### config.mk
export PLATFORM = sky130hd
export DESIGN_NAME = cnt_sequencer_flat
export DESIGN_NICKNAME = d
export VERILOG_FILES = /design/src/rtl/cnt_sequencer_if.sv /design/src/rtl/cnt_sequencer.sv /design/src/flat_wrapper.sv
export SDC_FILE = /design/constraint.sdc
export NUM_CORES = 1
export LEC_CHECK = 0
export CAP_MARGIN = 5
export CORE_ASPECT_RATIO = 0.6
export CORE_MARGIN = 1.5
export CORE_UTILIZATION = 35
export CTS_CLUSTER_DIAMETER = 200
export DETAILED_ROUTE_END_ITERATION = 10
export HOLD_SLACK_MARGIN = 0.02
export PLACE_DENSITY = 0.54
export SYNTH_ARGS = -nofsm -noshare
export SYNTH_HDL_FRONTEND = slang
export SYNTH_SLANG_ARGS = --single-unit
### constraint.sdc
create_clock -name clk -period 4.55 [get_ports clk]
set_clock_uncertainty 0.2 [all_clocks]
set_input_delay 1.1375 -clock clk [delete_from_list [all_inputs] [get_ports clk]]
set_output_delay 1.1375 -clock clk [all_outputs]
set_load 0.03 [all_outputs]
### src/rtl/cnt_sequencer_if.sv
// cnt_sequencer_if: control and observation signals between a counter
// sequencer and the logic that starts it and owns the counter datapath.
interface cnt_sequencer_if #(
  parameter int WIDTH = 4
);

  logic             start;
  logic             stop;
  logic             pause;
  logic             reload;
  logic [WIDTH-1:0] term;
  logic [WIDTH-1:0] q;
  logic             ec;
  logic             cr;
  logic             busy;
  logic             done;
  logic             err;
  logic [7:0]       passes;

  modport master (
    output start, stop, pause, reload, term, q,
    input  ec, cr, busy, done, err, passes
  );

  modport slave (
    input  start, stop, pause, reload, term, q,
    output ec, cr, busy, done, err, passes
  );

endinterface

### src/rtl/cnt_sequencer.sv
// cnt_sequencer: sequencing controller for an enable-gated counter.
// A run clears the counter for CLR_CYCLES cycles, then enables it until q
// equals the terminal value latched at start, then pulses done and either
// reloads (same terminal value) or returns to idle. A run that needs TMO
// enabled cycles without matching lands in a sticky error state.
module cnt_sequencer #(
  parameter int WIDTH      = 4,
  parameter int CLR_CYCLES = 2,
  parameter int TMO        = 64
) (
  input  logic           clk,
  input  logic           r,
  cnt_sequencer_if.slave bus
);

  typedef enum logic [2:0] {
    IDLE,
    CLEAR,
    RUN,
    DONE,
    ERR
  } state_t;

  // Last clear-phase count and last enabled cycle before a timeout.
  localparam logic [3:0] CLR_LAST = 4'(CLR_CYCLES - 1);
  localparam logic [7:0] TMO_LAST = 8'(TMO - 1);

  state_t           state;
  state_t           state_n;
  logic [WIDTH-1:0] term_r;
  logic [WIDTH-1:0] term_n;
  logic [3:0]       clr_cnt;
  logic [3:0]       clr_n;
  logic [7:0]       run_cyc;
  logic [7:0]       run_n;
  logic [7:0]       passes_r;
  logic [7:0]       passes_n;
  logic             err_r;
  logic             err_n;
  logic             match;
  logic             ec_c;
  logic             cr_c;
  logic             done_c;

  assign match = (bus.q == term_r);

  // Register the state and all bookkeeping; reset forces everything idle.
  always_ff @(posedge clk or posedge r) begin
    if (r) begin
      state    <= IDLE;
      term_r   <= '0;
      clr_cnt  <= '0;
      run_cyc  <= '0;
      passes_r <= '0;
      err_r    <= 1'b0;
    end else begin
      state    <= state_n;
      term_r   <= term_n;
      clr_cnt  <= clr_n;
      run_cyc  <= run_n;
      passes_r <= passes_n;
      err_r    <= err_n;
    end
  end

  // Next-state and counter-control decode; stop beats everything else.
  always_comb begin
    state_n  = state;
    term_n   = term_r;
    clr_n    = clr_cnt;
    run_n    = run_cyc;
    passes_n = passes_r;
    err_n    = err_r;
    ec_c     = 1'b0;
    cr_c     = 1'b0;
    done_c   = 1'b0;

    case (state)
      IDLE: begin
        if (bus.start && !bus.stop) begin
          state_n  = CLEAR;
          term_n   = bus.term;
          err_n    = 1'b0;
          passes_n = '0;
          clr_n    = '0;
        end
      end

      CLEAR: begin
        cr_c  = 1'b1;
        run_n = '0;
        if (bus.stop) begin
          state_n = IDLE;
          clr_n   = '0;
        end else if (clr_cnt == CLR_LAST) begin
          state_n = RUN;
          clr_n   = '0;
        end else begin
          clr_n = clr_cnt + 4'd1;
        end
      end

      RUN: begin
        ec_c = !bus.pause && !match;
        if (bus.stop) begin
          state_n = IDLE;
        end else if (match) begin
          state_n = DONE;
        end else if (ec_c) begin
          run_n = run_cyc + 8'd1;
          if (run_cyc == TMO_LAST) begin
            state_n = ERR;
            err_n   = 1'b1;
          end
        end
      end

      DONE: begin
        if (bus.stop) begin
          state_n = IDLE;
        end else begin
          done_c   = 1'b1;
          passes_n = passes_r + 8'd1;
          if (bus.reload) begin
            state_n = CLEAR;
            run_n   = '0;
            clr_n   = '0;
          end else if (bus.start) begin
            state_n = CLEAR;
            term_n  = bus.term;
            run_n   = '0;
            clr_n   = '0;
          end else begin
            state_n = IDLE;
          end
        end
      end

      ERR: begin
        if (bus.stop) begin
          state_n = IDLE;
        end else if (bus.start) begin
          state_n = CLEAR;
          term_n  = bus.term;
          err_n   = 1'b0;
          clr_n   = '0;
        end
      end

      default: begin
        state_n = IDLE;
      end
    endcase
  end

  assign bus.ec     = ec_c;
  assign bus.cr     = cr_c;
  assign bus.done   = done_c;
  assign bus.busy   = (state == CLEAR) || (state == RUN) || (state == DONE);
  assign bus.err    = err_r;
  assign bus.passes = passes_r;

endmodule

### src/flat_wrapper.sv
// flat-port wrapper written by rule: the top's interface ports become plain ports
module cnt_sequencer_flat 
#(
  parameter int WIDTH      = 4,
  parameter int CLR_CYCLES = 2,
  parameter int TMO        = 64
)
  (clk, r, bus_start, bus_stop, bus_pause, bus_reload, bus_term, bus_q, bus_ec, bus_cr, bus_busy, bus_done, bus_err, bus_passes);
  cnt_sequencer_if #(.WIDTH(WIDTH)) bus_i ();
  input  logic clk;
  input  logic r;
  input wire logic [$bits(bus_i.start)-1:0] bus_start;
  input wire logic [$bits(bus_i.stop)-1:0] bus_stop;
  input wire logic [$bits(bus_i.pause)-1:0] bus_pause;
  input wire logic [$bits(bus_i.reload)-1:0] bus_reload;
  input wire logic [$bits(bus_i.term)-1:0] bus_term;
  input wire logic [$bits(bus_i.q)-1:0] bus_q;
  output wire logic [$bits(bus_i.ec)-1:0] bus_ec;
  output wire logic [$bits(bus_i.cr)-1:0] bus_cr;
  output wire logic [$bits(bus_i.busy)-1:0] bus_busy;
  output wire logic [$bits(bus_i.done)-1:0] bus_done;
  output wire logic [$bits(bus_i.err)-1:0] bus_err;
  output wire logic [$bits(bus_i.passes)-1:0] bus_passes;
  assign bus_i.start = bus_start;
  assign bus_i.stop = bus_stop;
  assign bus_i.pause = bus_pause;
  assign bus_i.reload = bus_reload;
  assign bus_i.term = bus_term;
  assign bus_i.q = bus_q;
  assign bus_ec = bus_i.ec;
  assign bus_cr = bus_i.cr;
  assign bus_busy = bus_i.busy;
  assign bus_done = bus_i.done;
  assign bus_err = bus_i.err;
  assign bus_passes = bus_i.passes;
  cnt_sequencer #(.WIDTH(WIDTH), .CLR_CYCLES(CLR_CYCLES), .TMO(TMO)) u_core (.clk(clk), .r(r), .bus(bus_i));
endmodule
==> metrics <==
outcome finished clean; worst reg2reg setup slack around 2400 ps; Longest Clk Path Bufs 2; Yosys top cell area share between 40% and 50%; initial antenna violation count 0; GP Congestion between 0.8 and 0.9; DRT antenna net count 0; Die Width 91.3 microns; CTS tree yes; maximum VDD drop 196 uV; Logic pwr share 37.6%; Clock power frac between 20% and 30%; Post-Route WL 3900 microns; drt first pass iters 4; dpl ws 309 ps; WHS Path Cells 1; # IOs 27; Max Freq around 230 MHz; Hold WC Path Type flip-flop to flip-flop; syn_area_per_cell about 9.2 sq um; vias per cell 5.33; RSZ-0062 raised after global routing false; Setup Viol. Count Final 0; CP Data Required Time ~3200 ps; largest net degree at the start of global routing 29; Post-synth EDFFs 0; min Tclk post-route around 4300 ps; Synth async-reset ratio between 90% and 100%; Clock Latency Late Sink 280 ps; CTS Sinks 28; R2R cell count 5; post-synth top area cell dfrtp_1; DRC violations left 0; setup TNS 0 ps; Distinct cells, synth 45; Primary FF master, synth dfrtp_1; Root Buffer clkbuf_8; crit path max fanout 4; cell-internal power between 0.5 and 0.6 mW; Max Slew Vio Count 0; Worst-Margin Slew about 1100 ps; net switching power figure roughly 0.32 mW; Die Area 5110 sq um; final hold vios 0; cell row count 19; ANT cells 0; Via Count around 1,400; Leak between 0.8 and 0.9 nW; grt total ovfl 0; DP Wirelength approximately 2900 microns; pwr/cell area about 430 nW/um^2; synthesized area 1640 sq um; Syn. warnings 0; Layout Area Growth over Synthesis 24.8%; I/O Buffers 26; Sequential Power Share 39.5%; vias in the first global route about 1,400; Syn Nets ~200; core area around 4500 sq um; switch share 37.0%; Seq/Total Area, Yosys about 43%; Die Y around 56 microns; CP endpoint kind output pin; most common cell in the netlist dfrtp_1; layout cell share with drive strength beyond 1 between 8 and 9%; Finished Core Util about 45%; Final WS setup approximately 260 ps; Iter 0 DRT Violations 180; FF-to-FF Start u_core.run_cyc[0]; Period Utilization, post-route approximately 94%; setup bufs post-CTS 0; reg2reg end u_core.bus.err; Post-Syn Instances between 150 and 200; Hold Path End u_core.run_cyc[0]; worst endpoint data arrival time between 2000 and 3000 ps; CTS Hold Bufs 0; WS Path Type input pin to output pin; Final #Nets between 200 and 250; largest cells by area after synthesis dfrtp_1 43%, o21ai_0 5.8%, a31oi_1 3.4%, ha_1 3.1%, mux2_2 2.8%; first-pass GRT wire length ~7000 microns; GRT Util Overall 16.8%; starting density of the core a little over a third; Max-cap violations 0; Worst-path clk slew around 90 ps; H-tree lvl count 1; Resized cells post-CTS 0; WL/cell 14.5 microns; most frequent cells after synthesis 28 x dfrtp_1, 19 x o21ai_0, 11 x nand2_1; slew margin rel. a little over a quarter; CTS Buf Count 3; FF+latch count, synth 28; HP Start u_core.run_cyc[0]; startpoint class of the critical path input pin
power by group through the flow:
stage | combinational [mW] | clock [mW] | sequential [mW]
after floorplan | 0.234 | 0 | 0.340
after global placement | 0.320 | 0 | 0.346
after detailed placement | 0.327 | 0 | 0.349
after CTS | 0.330 | 0.206 | 0.344
after global routing | 0.364 | 0.217 | 0.353
final | 0.329 | 0.201 | 0.346
critical path, stage by stage:
cell and delay [ps]:
clkdlybuf4s50_1 420, xor2_1 160, nor4_1 380, buf_4 200
nor3_1 50, clkdlybuf4s50_1 600
layout make-up:
cell class / instances / area, sq um
multi-input combinational: 134 / 865
fill: 439 / 2500
clock inverter: 1 / 30.0
timing repair buffer: 30 / 290
inverter: 10 / 37.5
sequential: 28 / 701
clock buffer: 3 / 41.3
tap: 63 / 78.8
cell usage in the layout, fill, tap and decap left out, types with 4 or more instances in the layout:
cell type	n
mux2_2	4
xor2_1	4
o21ai_0	19
inv_1	10
clkdlybuf4s50_1	26
nor3b_1	4
nor2_1	10
nand2b_1	5
dfrtp_1	28
nand2_1	11
a31oi_1	9
a21oi_1	6
buf_4	4
ha_1	4
nand3_1	8
how the worst max path moves through the flow:
stage	startpoint	to	slack (ps)	cells after the start
after global routing	bus_start	bus_done	150	6
after floorplan	bus_q[1]	bus_ec	1150	3
after detailed placement	bus_q[0]	bus_ec	310	6
after global placement	bus_q[1]	bus_ec	290	6
final	bus_q[0]	bus_ec	260	6
after CTS	bus_q[0]	bus_ec	280	6
layer usage:
layer / vias to the layer above / track usage (%) / share of wire (%)
li1: 713 / - / -
met4: 0 / 3.13 / 0.28
met3: 2 / 3.69 / 2.4
met2: 23 / 24.8 / 42
met1: 697 / 25.2 / 55
met5: - / 0 / 0
state kept, by name (all words and copies together), names as in the netlist:
signal,cells
u_core.state,3
u_core.term_r,4
u_core.bus.err,1
u_core.clr_cnt,4
u_core.bus.passes,8
u_core.run_cyc,8
kinds of logic after synthesis:
family | synth area share (%)
xor gates and xnor gates | 2.68
adders and majority gates | 3.06
and+or+nand+nor | 23.1
DFF | 42.8
muxes | 3.98
AOI/OAI and AO/OA | 20.0
buffers and inverters | 4.36
per-stage QoR:
| stage | hold slack [ps] | cell area (sq um) | instances | power [mW] |
|---|---|---|---|---|
| finish | 313 | 2040 | 269 | 0.876 |
| detailed placement | 302 | 1970 | 265 | 0.676 |
| CTS | 316 | 2040 | 269 | 0.880 |
| global route | 348 | 2040 | 269 | 0.934 |
| global placement | 288 | 1970 | 265 | 0.666 |
| floorplan | 272 | 1640 | 178 | 0.575 |
No activity file was read; power rests on OpenSTA's default activity.
